**src/rtl/csr_pkg.sv**
```systemverilog
// Shared CSR addresses, write-op encoding and the read-modify-write helper.
package csr_pkg;

  // Fixed machine/user counter and control CSR addresses
  localparam logic [11:0] CSR_MCOUNTINHIBIT = 12'h320;
  localparam logic [11:0] CSR_MCYCLE        = 12'hB00;
  localparam logic [11:0] CSR_MINSTRET      = 12'hB02;
  localparam logic [11:0] CSR_MCYCLEH       = 12'hB80;
  localparam logic [11:0] CSR_MINSTRETH     = 12'hB82;
  localparam logic [11:0] CSR_CYCLE         = 12'hC00;
  localparam logic [11:0] CSR_INSTRET       = 12'hC02;
  localparam logic [11:0] CSR_CYCLEH        = 12'hC80;
  localparam logic [11:0] CSR_INSTRETH      = 12'hC82;

  typedef enum logic [1:0] {
    CSR_NONE = 2'b00,
    CSR_RW   = 2'b01,
    CSR_RS   = 2'b10,
    CSR_RC   = 2'b11
  } csr_op_e;

  // New CSR value for a given op; callers truncate to their data width.
  function automatic logic [63:0] csr_rmw(input csr_op_e op, input logic [63:0] old,
                                          input logic [63:0] src);
    case (op)
      CSR_RW:  return src;
      CSR_RS:  return old | src;
      CSR_RC:  return old & ~src;
      default: return old;
    endcase
  endfunction

endpackage

```
**src/rtl/csr_counter.sv**
```systemverilog
// Wide event counter with inhibit and split low/high word writes.
// A write on an edge takes priority over that edge's increment.
module csr_counter #(
  parameter int CNT_WIDTH = 64
) (
  input  logic                 clk,
  input  logic                 rst,
  input  logic                 inc,
  input  logic                 inhibit,
  input  logic                 wr_lo,
  input  logic                 wr_hi,
  input  logic [CNT_WIDTH-1:0] wr_data,
  output logic [CNT_WIDTH-1:0] count
);

  logic [CNT_WIDTH-1:0] count_reg;
  logic [CNT_WIDTH-1:0] write_next;

  // Merge the written half into the current value, keeping the other half
  always_comb begin
    write_next = count_reg;
    if (wr_lo) write_next[31:0] = wr_data[31:0];
    if (wr_hi) write_next[CNT_WIDTH-1:32] = wr_data[CNT_WIDTH-1:32];
  end

  // Counter register: write beats increment, full-width add so carry is immediate
  always_ff @(posedge clk or negedge rst) begin
    if (!rst) begin
      count_reg <= '0;
    end else if (wr_lo || wr_hi) begin
      count_reg <= write_next;
    end else if (inc && !inhibit) begin
      count_reg <= count_reg + 1'b1;
    end
  end

  assign count = count_reg;

endmodule

```
**src/rtl/csr_unit.sv**
```systemverilog
// CSR file: scratch registers, mcountinhibit, mcycle/minstret with user
// shadows. Combinational ID read with WB write-through; RMW done at WB.
module csr_unit
  import csr_pkg::*;
#(
  parameter int          XLEN         = 32,
  parameter int          NUM_SCRATCH  = 4,
  parameter logic [11:0] SCRATCH_BASE = 12'h340,
  parameter int          CNT_WIDTH    = 64
) (
  input  logic            clk,
  input  logic            rst,
  input  logic            rd_en,
  input  logic [11:0]     rd_addr,
  output logic [XLEN-1:0] rd_data,
  output logic            rd_illegal,
  input  logic            wr_en,
  input  logic [11:0]     wr_addr,
  input  logic [1:0]      wr_op,
  input  logic [XLEN-1:0] wr_src,
  input  logic            retire,
  output logic            wr_illegal
);

  logic [XLEN-1:0]      scratch_reg [NUM_SCRATCH];
  logic                 inhibit_cy_reg;
  logic                 inhibit_ir_reg;
  logic                 wr_illegal_reg;
  logic [CNT_WIDTH-1:0] cycle_cnt;
  logic [CNT_WIDTH-1:0] instret_cnt;
  logic [63:0]          cycle_ext;
  logic [63:0]          instret_ext;

  csr_op_e         op;
  logic            wr_effective;
  logic            wr_commit;
  logic            wr_bad;
  logic [XLEN-1:0] wr_new;
  logic [XLEN-1:0] wr_vis;
  logic [63:0]     cnt_wdata;
  logic            cyc_wr_lo, cyc_wr_hi, ins_wr_lo, ins_wr_hi;

  // Counter bits above CNT_WIDTH read as zero
  assign cycle_ext   = 64'(cycle_cnt);
  assign instret_ext = 64'(instret_cnt);

  function automatic logic csr_mapped(input logic [11:0] addr);
    logic hit;
    hit = 1'b0;
    for (int i = 0; i < NUM_SCRATCH; i++)
      if (addr == SCRATCH_BASE + 12'(i)) hit = 1'b1;
    case (addr)
      CSR_MCOUNTINHIBIT, CSR_MCYCLE, CSR_MINSTRET, CSR_CYCLE, CSR_INSTRET: hit = 1'b1;
      CSR_MCYCLEH, CSR_MINSTRETH, CSR_CYCLEH, CSR_INSTRETH: hit = (XLEN == 32);
      default: ;
    endcase
    return hit;
  endfunction

  // User-level 0xCxx space is read-only
  function automatic logic csr_ro(input logic [11:0] addr);
    return addr[11:10] == 2'b11;
  endfunction

  function automatic logic [XLEN-1:0] csr_value(input logic [11:0] addr);
    logic [XLEN-1:0] val;
    val = '0;
    for (int i = 0; i < NUM_SCRATCH; i++)
      if (addr == SCRATCH_BASE + 12'(i)) val = scratch_reg[i];
    case (addr)
      CSR_MCOUNTINHIBIT:           val = XLEN'({inhibit_ir_reg, 1'b0, inhibit_cy_reg});
      CSR_MCYCLE, CSR_CYCLE:       val = XLEN'(cycle_ext);
      CSR_MINSTRET, CSR_INSTRET:   val = XLEN'(instret_ext);
      CSR_MCYCLEH, CSR_CYCLEH:     val = XLEN'(cycle_ext[63:32]);
      CSR_MINSTRETH, CSR_INSTRETH: val = XLEN'(instret_ext[63:32]);
      default: ;
    endcase
    return val;
  endfunction

  // WB write decode: RS/RC with zero source is a pure read and never writes
  always_comb begin
    op           = csr_op_e'(wr_op);
    wr_effective = rst && wr_en && (op != CSR_NONE) && ((op == CSR_RW) || (wr_src != '0));
    wr_commit    = wr_effective && csr_mapped(wr_addr) && !csr_ro(wr_addr);
    wr_bad       = wr_effective && (!csr_mapped(wr_addr) || csr_ro(wr_addr));
    wr_new       = XLEN'(csr_rmw(op, 64'(csr_value(wr_addr)), 64'(wr_src)));
    wr_vis       = (wr_addr == CSR_MCOUNTINHIBIT) ? (wr_new & XLEN'(5)) : wr_new;
    cnt_wdata    = (XLEN == 32) ? {wr_new[31:0], wr_new[31:0]} : 64'(wr_new);
    cyc_wr_lo    = wr_commit && (wr_addr == CSR_MCYCLE);
    ins_wr_lo    = wr_commit && (wr_addr == CSR_MINSTRET);
    cyc_wr_hi    = wr_commit && ((XLEN == 32) ? (wr_addr == CSR_MCYCLEH) : (wr_addr == CSR_MCYCLE));
    ins_wr_hi    = wr_commit && ((XLEN == 32) ? (wr_addr == CSR_MINSTRETH) : (wr_addr == CSR_MINSTRET));
  end

  // ID read with write-through from a same-address committing WB write
  always_comb begin
    rd_data    = '0;
    rd_illegal = 1'b0;
    if (rd_en) begin
      if (csr_mapped(rd_addr))
        rd_data = (wr_commit && (wr_addr == rd_addr)) ? wr_vis : csr_value(rd_addr);
      else
        rd_illegal = 1'b1;
    end
  end

  // Scratch registers and mcountinhibit CY/IR bits
  always_ff @(posedge clk or negedge rst) begin
    if (!rst) begin
      for (int i = 0; i < NUM_SCRATCH; i++) scratch_reg[i] <= '0;
      inhibit_cy_reg <= 1'b0;
      inhibit_ir_reg <= 1'b0;
    end else if (wr_commit) begin
      for (int i = 0; i < NUM_SCRATCH; i++)
        if (wr_addr == SCRATCH_BASE + 12'(i)) scratch_reg[i] <= wr_new;
      if (wr_addr == CSR_MCOUNTINHIBIT) begin
        inhibit_cy_reg <= wr_new[0];
        inhibit_ir_reg <= wr_new[2];
      end
    end
  end

  // One-cycle pulse after an illegal write attempt
  always_ff @(posedge clk or negedge rst) begin
    if (!rst) wr_illegal_reg <= 1'b0;
    else      wr_illegal_reg <= wr_bad;
  end

  assign wr_illegal = wr_illegal_reg;

  csr_counter #(.CNT_WIDTH(CNT_WIDTH)) u_cycle (
    .clk     (clk),
    .rst     (rst),
    .inc     (1'b1),
    .inhibit (inhibit_cy_reg),
    .wr_lo   (cyc_wr_lo),
    .wr_hi   (cyc_wr_hi),
    .wr_data (CNT_WIDTH'(cnt_wdata)),
    .count   (cycle_cnt)
  );

  csr_counter #(.CNT_WIDTH(CNT_WIDTH)) u_instret (
    .clk     (clk),
    .rst     (rst),
    .inc     (retire),
    .inhibit (inhibit_ir_reg),
    .wr_lo   (ins_wr_lo),
    .wr_hi   (ins_wr_hi),
    .wr_data (CNT_WIDTH'(cnt_wdata)),
    .count   (instret_cnt)
  );

endmodule

```
**config.mk**
```make
export PLATFORM = sky130hd
export DESIGN_NAME = csr_unit
export DESIGN_NICKNAME = d
export VERILOG_FILES = /design/src/rtl/csr_pkg.sv /design/src/rtl/csr_counter.sv /design/src/rtl/csr_unit.sv
export SDC_FILE = /design/constraint.sdc
export NUM_CORES = 1
export LEC_CHECK = 0
export ABC_CLOCK_PERIOD_IN_PS = 10000
export CAP_MARGIN = 20
export CORE_MARGIN = 8
export CORE_UTILIZATION = 60
export DETAILED_ROUTE_END_ITERATION = 8
export PLACE_DENSITY = 0.8
export SYNTH_ARGS = -nofsm -noshare
export SYNTH_HDL_FRONTEND = slang
export SYNTH_SLANG_ARGS = --single-unit
```
**constraint.sdc**
```tcl
create_clock -name clk -period 10 [get_ports clk]
set_input_delay 2 -clock clk [delete_from_list [all_inputs] [get_ports clk]]
set_output_delay 2 -clock clk [all_outputs]
set_load 0.1 [all_outputs]
```
==> impl_results.md, run 1 <==
* Global route total overflow at 0
* Vias per inst at 7.79
* Gr usage total at 44.5%
* Largest net degree at the start of global routing at 81
* Post-DP HPWL at 57700 um
* Synth cell types at 88
* Yosys reg bits at 259
* TritonCTS clock tree: built
* Data required, critical path at 8.00 ns
* Initial antenna violation count at 5
* Main synth FF type: dfrtp_1
* Most used cell, CP: buf_4
* Resized Gates After CTS at 0
* Clock sink count at 259
* Slowest stage delay, CP at 0.66 ns
* Num CTS Buffers at 30
* Average wire per cell in the routed design at 32.4 um
* Initial Utilization at 60.5%
* GRT busiest layer: met2
* Tmin final at 8.32 ns
* RSZ-0062 raised after global routing: no
* Rows at 64
* I/O pin count at 97
* Drt first pass iters at 9
* Setup TNS at 0 ns
* DR vias at 19.8k
* RePlAce Congestion at 1.09
* FMAX at 0.120 GHz
* Final core utilization at 67.8%
* Commonest non-fill, non-tap cells in the layout: 279 x nand2_1, 259 x dfrtp_1, 221 x o21ai_0
* Most common cell after layout, fill and taps aside: nand2_1
* Final setup viols at 0
* Final Hold Fails at 0
* Number of synthesized flops with an enable pin at 0
* Worst slew pin tran at 1.23 ns
* Type of origin of the critical path: input port
* Max reg flops at 128
* CP Cell Sequence: clkdlybuf4s50_1 > buf_4 > inv_2 > o21ai_1 > nor3_1 > a2111oi_4 > buf_4 > nand2_1 > o22a_1 > nor2_1 > buf_4
* Met1 usage at 56.2%
* Hold crit path type: reg -> reg
* P per Cell Area at 118 nW/um2
* Static Leak at 0.00810 uW
* DIE AREA at 36400 um2
* DP Area at 19500 um2
* Critical path class: in -> out
* Total power at 2430 uW
* Met3 GRT Util at 18.1%
* Reg clk slew, reported paths at 0.06 ns
* Worst-Skew Late Latency at 0.59 ns
* Asr flop ratio synth at 100%
* Synthesized Nets at 2161
* Number of global-route vias before repair at 19.0k
* Max_cap viols at 0
* CP max FO at 24
* Initial DRC count at 3263
* M2 GR Usage at 64.3%
* Syn Inst Count at 2096
* Slowest stage cell, crit path: o21ai_1
* Rel. slew slack at 18.0%
* Crit end category: output pin
* Max-slew violation count at 0
* Die Y-Extent at 191 um
* Worst vdd ir at 0.140 mV
* Fillers at 2459
* Antenna Nets Post-Route at 0
* Failing checks: DRC
* Syn. warnings at 0
* H-tree level count at 1
* Layout cells sized above 1 at 13.1%
* Routed WL at 82400 um
* Worst EP arrival at 6.32 ns
* DRC Markers at 1
* Post-route cell area at 20600 um2
* Chip Width at 191 um
* Final Cycle Share at 83.2%
* Clk buf depth at 3
* Mapped cell area at 18300 um2
* Status: complete, but fails checks
* CORE AREA at 30300 um2
* Mean Syn Cell Area at 8.75 um2
* Worst Clk Skew at 0.0195 ns
* Layout area overhead at 12.2%
* # hold bufs at CTS at 0
* Clock root buffer: clkbuf_16
* Sequential element share of the synthesized area at 35.3%
* NumNets Final at 2191
* Port buffer count at 96
* First-pass GRT wire length at 122000 um
* Post-CTS Setup Bufs at 0
through the flow:
step	setup WS, ns	hold slack, ns	std cells
final	1.68	0.502	2542
after global routing	1.57	0.520	2541
after CTS	1.80	0.504	2535
after detailed placement	1.80	0.486	2484
after global placement	2.00	0.474	2484
after floorplan	1.95	0.461	2096
synthesized netlist by cell type (28+ instances only):
| master | count | share of area, % |
|---|---|---|
| a211oi_1 | 35 | 1.4 |
| nand2_1 | 280 | 5.7 |
| and3_1 | 38 | 1.3 |
| a222oi_1 | 28 | 1.5 |
| nand3_1 | 75 | 2.0 |
| nand4_1 | 37 | 1.3 |
| buf_2 | 34 | 0.93 |
| nor3_1 | 48 | 1.3 |
| mux4_2 | 62 | 7.6 |
| a21oi_1 | 145 | 4.0 |
| nor4_1 | 30 | 1.0 |
| o22ai_1 | 65 | 2.2 |
| xor2_1 | 30 | 1.4 |
| dfrtp_1 | 259 | 35 |
| o21ai_0 | 221 | 6.0 |
| clkbuf_1 | 110 | 2.3 |
| nor2_1 | 122 | 2.5 |
| mux2i_1 | 91 | 5.0 |
where the power goes:
| part | internal (uW) | total, uW | switching (uW) |
|---|---|---|---|
| sequential | 1050 | 1060 | 10.4 |
| combinational | 89.2 | 275 | 186 |
| clock | 623 | 1090 | 469 |
| total | 1770 | 2430 | 665 |
kinds of logic after synthesis:
| group | count (synthesis) | share of synthesized area, % |
|---|---|---|
| and+or+nand+nor | 736 | 19.9 |
| xor gates and xnor gates | 44 | 2.10 |
| adders and majority gates | 2 | 0.136 |
| DFF | 259 | 35.3 |
| muxes | 176 | 14.0 |
| AOI/OAI and AO/OA | 696 | 24.6 |
| buffers and inverters | 183 | 4.02 |
layer usage:
| metal | wire length [um] | share of wire, % |
|---|---|---|
| met3 | 13800 | 17 |
| met2 | 34800 | 42 |
| met1 | 28200 | 34 |
| met4 | 5460 | 6.6 |
| met5 | 65 | 0.079 |
path summary, 6_finish.rpt:
path	start	end	slack (ns)	depth (start not counted)
max	wr_op[0]	rd_data[8]	1.68	11
min	scratch_reg[74]$_DFFE_PN0P_	scratch_reg[74]$_DFFE_PN0P_	0.50	2
max reg2reg	u_cycle.count[10]$_DFFE_PN0P_	u_cycle.count[60]$_DFFE_PN0P_	6.43	7
min reg2reg	scratch_reg[74]$_DFFE_PN0P_	scratch_reg[74]$_DFFE_PN0P_	0.50	2
max in group asynchronous	rst	u_cycle.count[34]$_DFFE_PN0P_	5.52	4
min in group asynchronous	rst	scratch_reg[53]$_DFFE_PN0P_	1.38	1
area by class of cell:
class / count / area [um2] / share of cell area, %
multi-input cells: 1654 / 11200 / 54.5
clock inverters: 9 / 78.8 / 0.383
inverters: 23 / 86.3 / 0.419
repair buffers: 158 / 1350 / 6.58
clock buffers: 42 / 867 / 4.21
diodes: 1 / 2.50 / 0.0122
flip-flops and latches: 259 / 6480 / 31.5
well taps: 396 / 495 / 2.41
worst max-delay path: cells and delay by family:
kind / cells / cell delay (ns)
and+or+nand+nor: 3 / 0.96
AOI/OAI and AO/OA: 3 / 1.59
buffers and inverters: 5 / 1.75
No activity file was read; power rests on OpenSTA's default activity.
==> run 2: changes to the inputs <==
--- a/config.mk
+++ b/config.mk
@@ -5,7 +5,7 @@
 export SDC_FILE = /design/constraint.sdc
 export NUM_CORES = 1
 export LEC_CHECK = 0
-export ABC_CLOCK_PERIOD_IN_PS = 10000
+export ABC_CLOCK_PERIOD_IN_PS = 8250
 export CAP_MARGIN = 20
 export CORE_MARGIN = 8
 export CORE_UTILIZATION = 60
==> constraint.sdc (replaced) <==
create_clock -name clk -period 8.25 [get_ports clk]
set_input_delay 1.65 -clock clk [delete_from_list [all_inputs] [get_ports clk]]
set_output_delay 1.65 -clock clk [all_outputs]
set_load 0.1 [all_outputs]
==> impl_results.md, run 2 (synthesis results as in run 1) <==
* Final Cycle Share at 86.1%
* CP Cell Sequence: clkdlybuf4s50_1 > or4b_1 > a211oi_1 > a221oi_1 > o211ai_1 > nand2_1 > o22a_1 > nor2_1 > buf_12
* Met1 usage at 55.2% (-1.0 points)
* P per Cell Area at 145 nW/um2 (+23%)
* Status: finished, final reports clean
* Initial DRC count at 3232 (-0.95%)
* Rows at 64 (unchanged)
* WP buf/inv at 2 (-3)
* Int Pwr at 2220 uW (+26%)
* Reg2Reg Setup Slack at 4.58 ns (-1.85 ns)
* Chip Width at 191 um (unchanged)
* Hold crit path type: reg -> reg
* Worst EP arrival at 5.46 ns (-0.86 ns)
* Fraction of power spent switching nets at 26.9% (-0.45 points)
* Slowest stage delay, CP at 0.84 ns (+0.18 ns)
* Met3 GRT Util at 17.9% (-0.22 points)
* Gr usage total at 44.0% (-0.54 points)
* H-tree level count at 1 (unchanged)
* Clock sink count at 259 (unchanged)
* Critical path class: in -> out
* TritonCTS clock tree: built
* Average wire per cell in the routed design at 32.1 um (-1.0%)
* Layout area overhead at 14.6%
* Crit path max-delay family: compound AO/OA/AOI/OAI gates
* Worst vdd ir at 0.173 mV (+23%)
* Clk buf depth at 3 (unchanged)
* Worst-Skew Late Latency at 0.59 ns (about the same)
* Crit end category: output pin
* Most common cell after layout, fill and taps aside: nand2_1
* Post-DP HPWL at 57800 um (+0.17%)
* CORE AREA at 30300 um2 (unchanged)
* Commonest non-fill, non-tap cells in the layout: 279 x nand2_1, 259 x dfrtp_1, 221 x o21ai_0
* RSZ-0062 raised after global routing: no
* DR vias at 20.0k (+0.88%)
* Sequential share of power at 42.4% (-1.4 points)
* Number of global-route vias before repair at 18.8k (-1.1%)
* Final setup viols at 0 (unchanged)
* Antenna Nets Post-Route at 0 (unchanged)
* Largest net degree at the start of global routing at 77 (-4.9%)
* Initial antenna violation count at 6 (+1)
* Worst Clk Skew at 0.0210 ns (+0.00152 ns)
* Global route total overflow at 0 (unchanged)
* I/O pin count at 97 (unchanged)
* Final Hold Fails at 0 (unchanged)
* Num CTS Buffers at 31 (+3.3%)
* Tmin final at 7.11 ns
* Slowest stage cell, crit path: a211oi_1
* Clock root buffer: clkbuf_16
* Max-slew violation count at 0 (unchanged)
* Clock network power share at 46.6% (+1.7 points)
* Reg clk slew, reported paths at 0.06 ns (about the same)
* Die Y-Extent at 191 um (unchanged)
* Port buffer count at 96 (unchanged)
* Type of origin of the critical path: input port
* Initial Utilization at 60.5% (unchanged)
* RePlAce Congestion at 1.10 (+0.87%)
* NumNets Final at 2198 (+0.32%)
* Drt first pass iters at 8 (-1)
* Net switching power at 818 uW (+23%)
* Post-CTS Setup Bufs at 0 (unchanged)
* DP Area at 19900 um2 (+1.9%)
* Data required, critical path at 6.60 ns (-1.40 ns)
* Worst slew pin tran at 1.17 ns (-0.0570 ns)
* Gate power share at 11.0% (-0.3 points)
* Static Leak at 0.00823 uW (+1.7%)
* CP max FO at 9 (-63%)
* Final core utilization at 69.3% (+1.5 points)
* DRC Markers at 0 (-1)
* First-pass GRT wire length at 121000 um (-1.1%)
* DIE AREA at 36400 um2 (unchanged)
* GRT busiest layer: met2
* Setup TNS at 0 ns (unchanged)
* Layout cells sized above 1 at 13.6% (+0.53 points)
* Worst hold slack at 0.506 ns (+0.00345 ns)
* Vias per inst at 7.82 (+0.29%)
* M2 GR Usage at 64.0% (-0.33 points)
* Post-route cell area at 21000 um2 (+2.2%)
* # hold bufs at CTS at 0 (unchanged)
* FMAX at 0.141 GHz
* Resized Gates After CTS at 0 (unchanged)
* Max reg flops at 128 (unchanged)
* Rel. slew slack at 21.6% (+3.6 points)
* Routed WL at 82000 um (-0.45%)
* Max_cap viols at 0 (unchanged)
-- run 2: cell types whose count changed in the layout (fill, tap and decap cells not counted), moves of 2 or more --
cell	previous run	this run
buf_12	0	25
buf_4	90	75
buf_8	3	1
bufinv_16	1	3
clkinv_2	5	7
diode_2	1	4
-- run 2: metrics by stage --
step / instances / worst slack [ns] / total power [uW]
after detailed placement: 2491 / 1.36 / 1630
after global placement: 2491 / 1.46 / 1620
after floorplan: 2096 / 0.901 / 1460
after CTS: 2548 / 1.35 / 3010
after global routing: 2554 / 1.18 / 3090
final: 2557 / 1.14 / 3040
-- run 2: worst register-to-register path, delay by kind of cell, from the launching register on --
family,cells,cell delay [ns]
DFF,1,0.46
AOI/OAI and AO/OA,1,0.16
and+or+nand+nor,6,2.92
-- run 2: layer usage --
layer / routed length, um / up-vias
met2: 34300 / 1937
met4: 5500 / 2
met5: 13 / -
met1: 27900 / 9514
met3: 14300 / 416
li1: - / 8115
-- run 2: worst paths after layout --
path | start | to | cells past startpoint
worst max-delay path | wr_addr[6] | rd_data[8] | 9
worst min-delay path | scratch_reg[5]$_DFFE_PN0P_ | scratch_reg[5]$_DFFE_PN0P_ | 2
worst max register to register | u_cycle.count[20]$_DFFE_PN0P_ | u_cycle.count[60]$_DFFE_PN0P_ | 7
worst min register to register | scratch_reg[5]$_DFFE_PN0P_ | scratch_reg[5]$_DFFE_PN0P_ | 2
max in group asynchronous | rst | u_cycle.count[62]$_DFFE_PN0P_ | 5
min in group asynchronous | rst | scratch_reg[31]$_DFFE_PN0P_ | 1
-- run 2: final cells by class --
class | instances | area (um2)
Clock buffer | 44 | 885
Sequential cell | 259 | 6480
Multi-Input combinational cell | 1654 | 11200
Tap cell | 396 | 495
Inverter | 23 | 86.3
Fill cell | 2381 | 9330
Clock inverter | 13 | 149
Timing Repair Buffer | 164 | 1700
Antenna cell | 4 | 10.0
-- run 2: power by group through the flow --
| stage | clock network [uW] | registers [uW] | logic, uW |
|---|---|---|---|
| floorplan | 0 | 1310 | 156 |
| global placement | 0 | 1310 | 312 |
| detailed placement | 0 | 1310 | 315 |
| CTS | 1400 | 1290 | 316 |
| global route | 1450 | 1290 | 347 |
| finish | 1420 | 1290 | 336 |
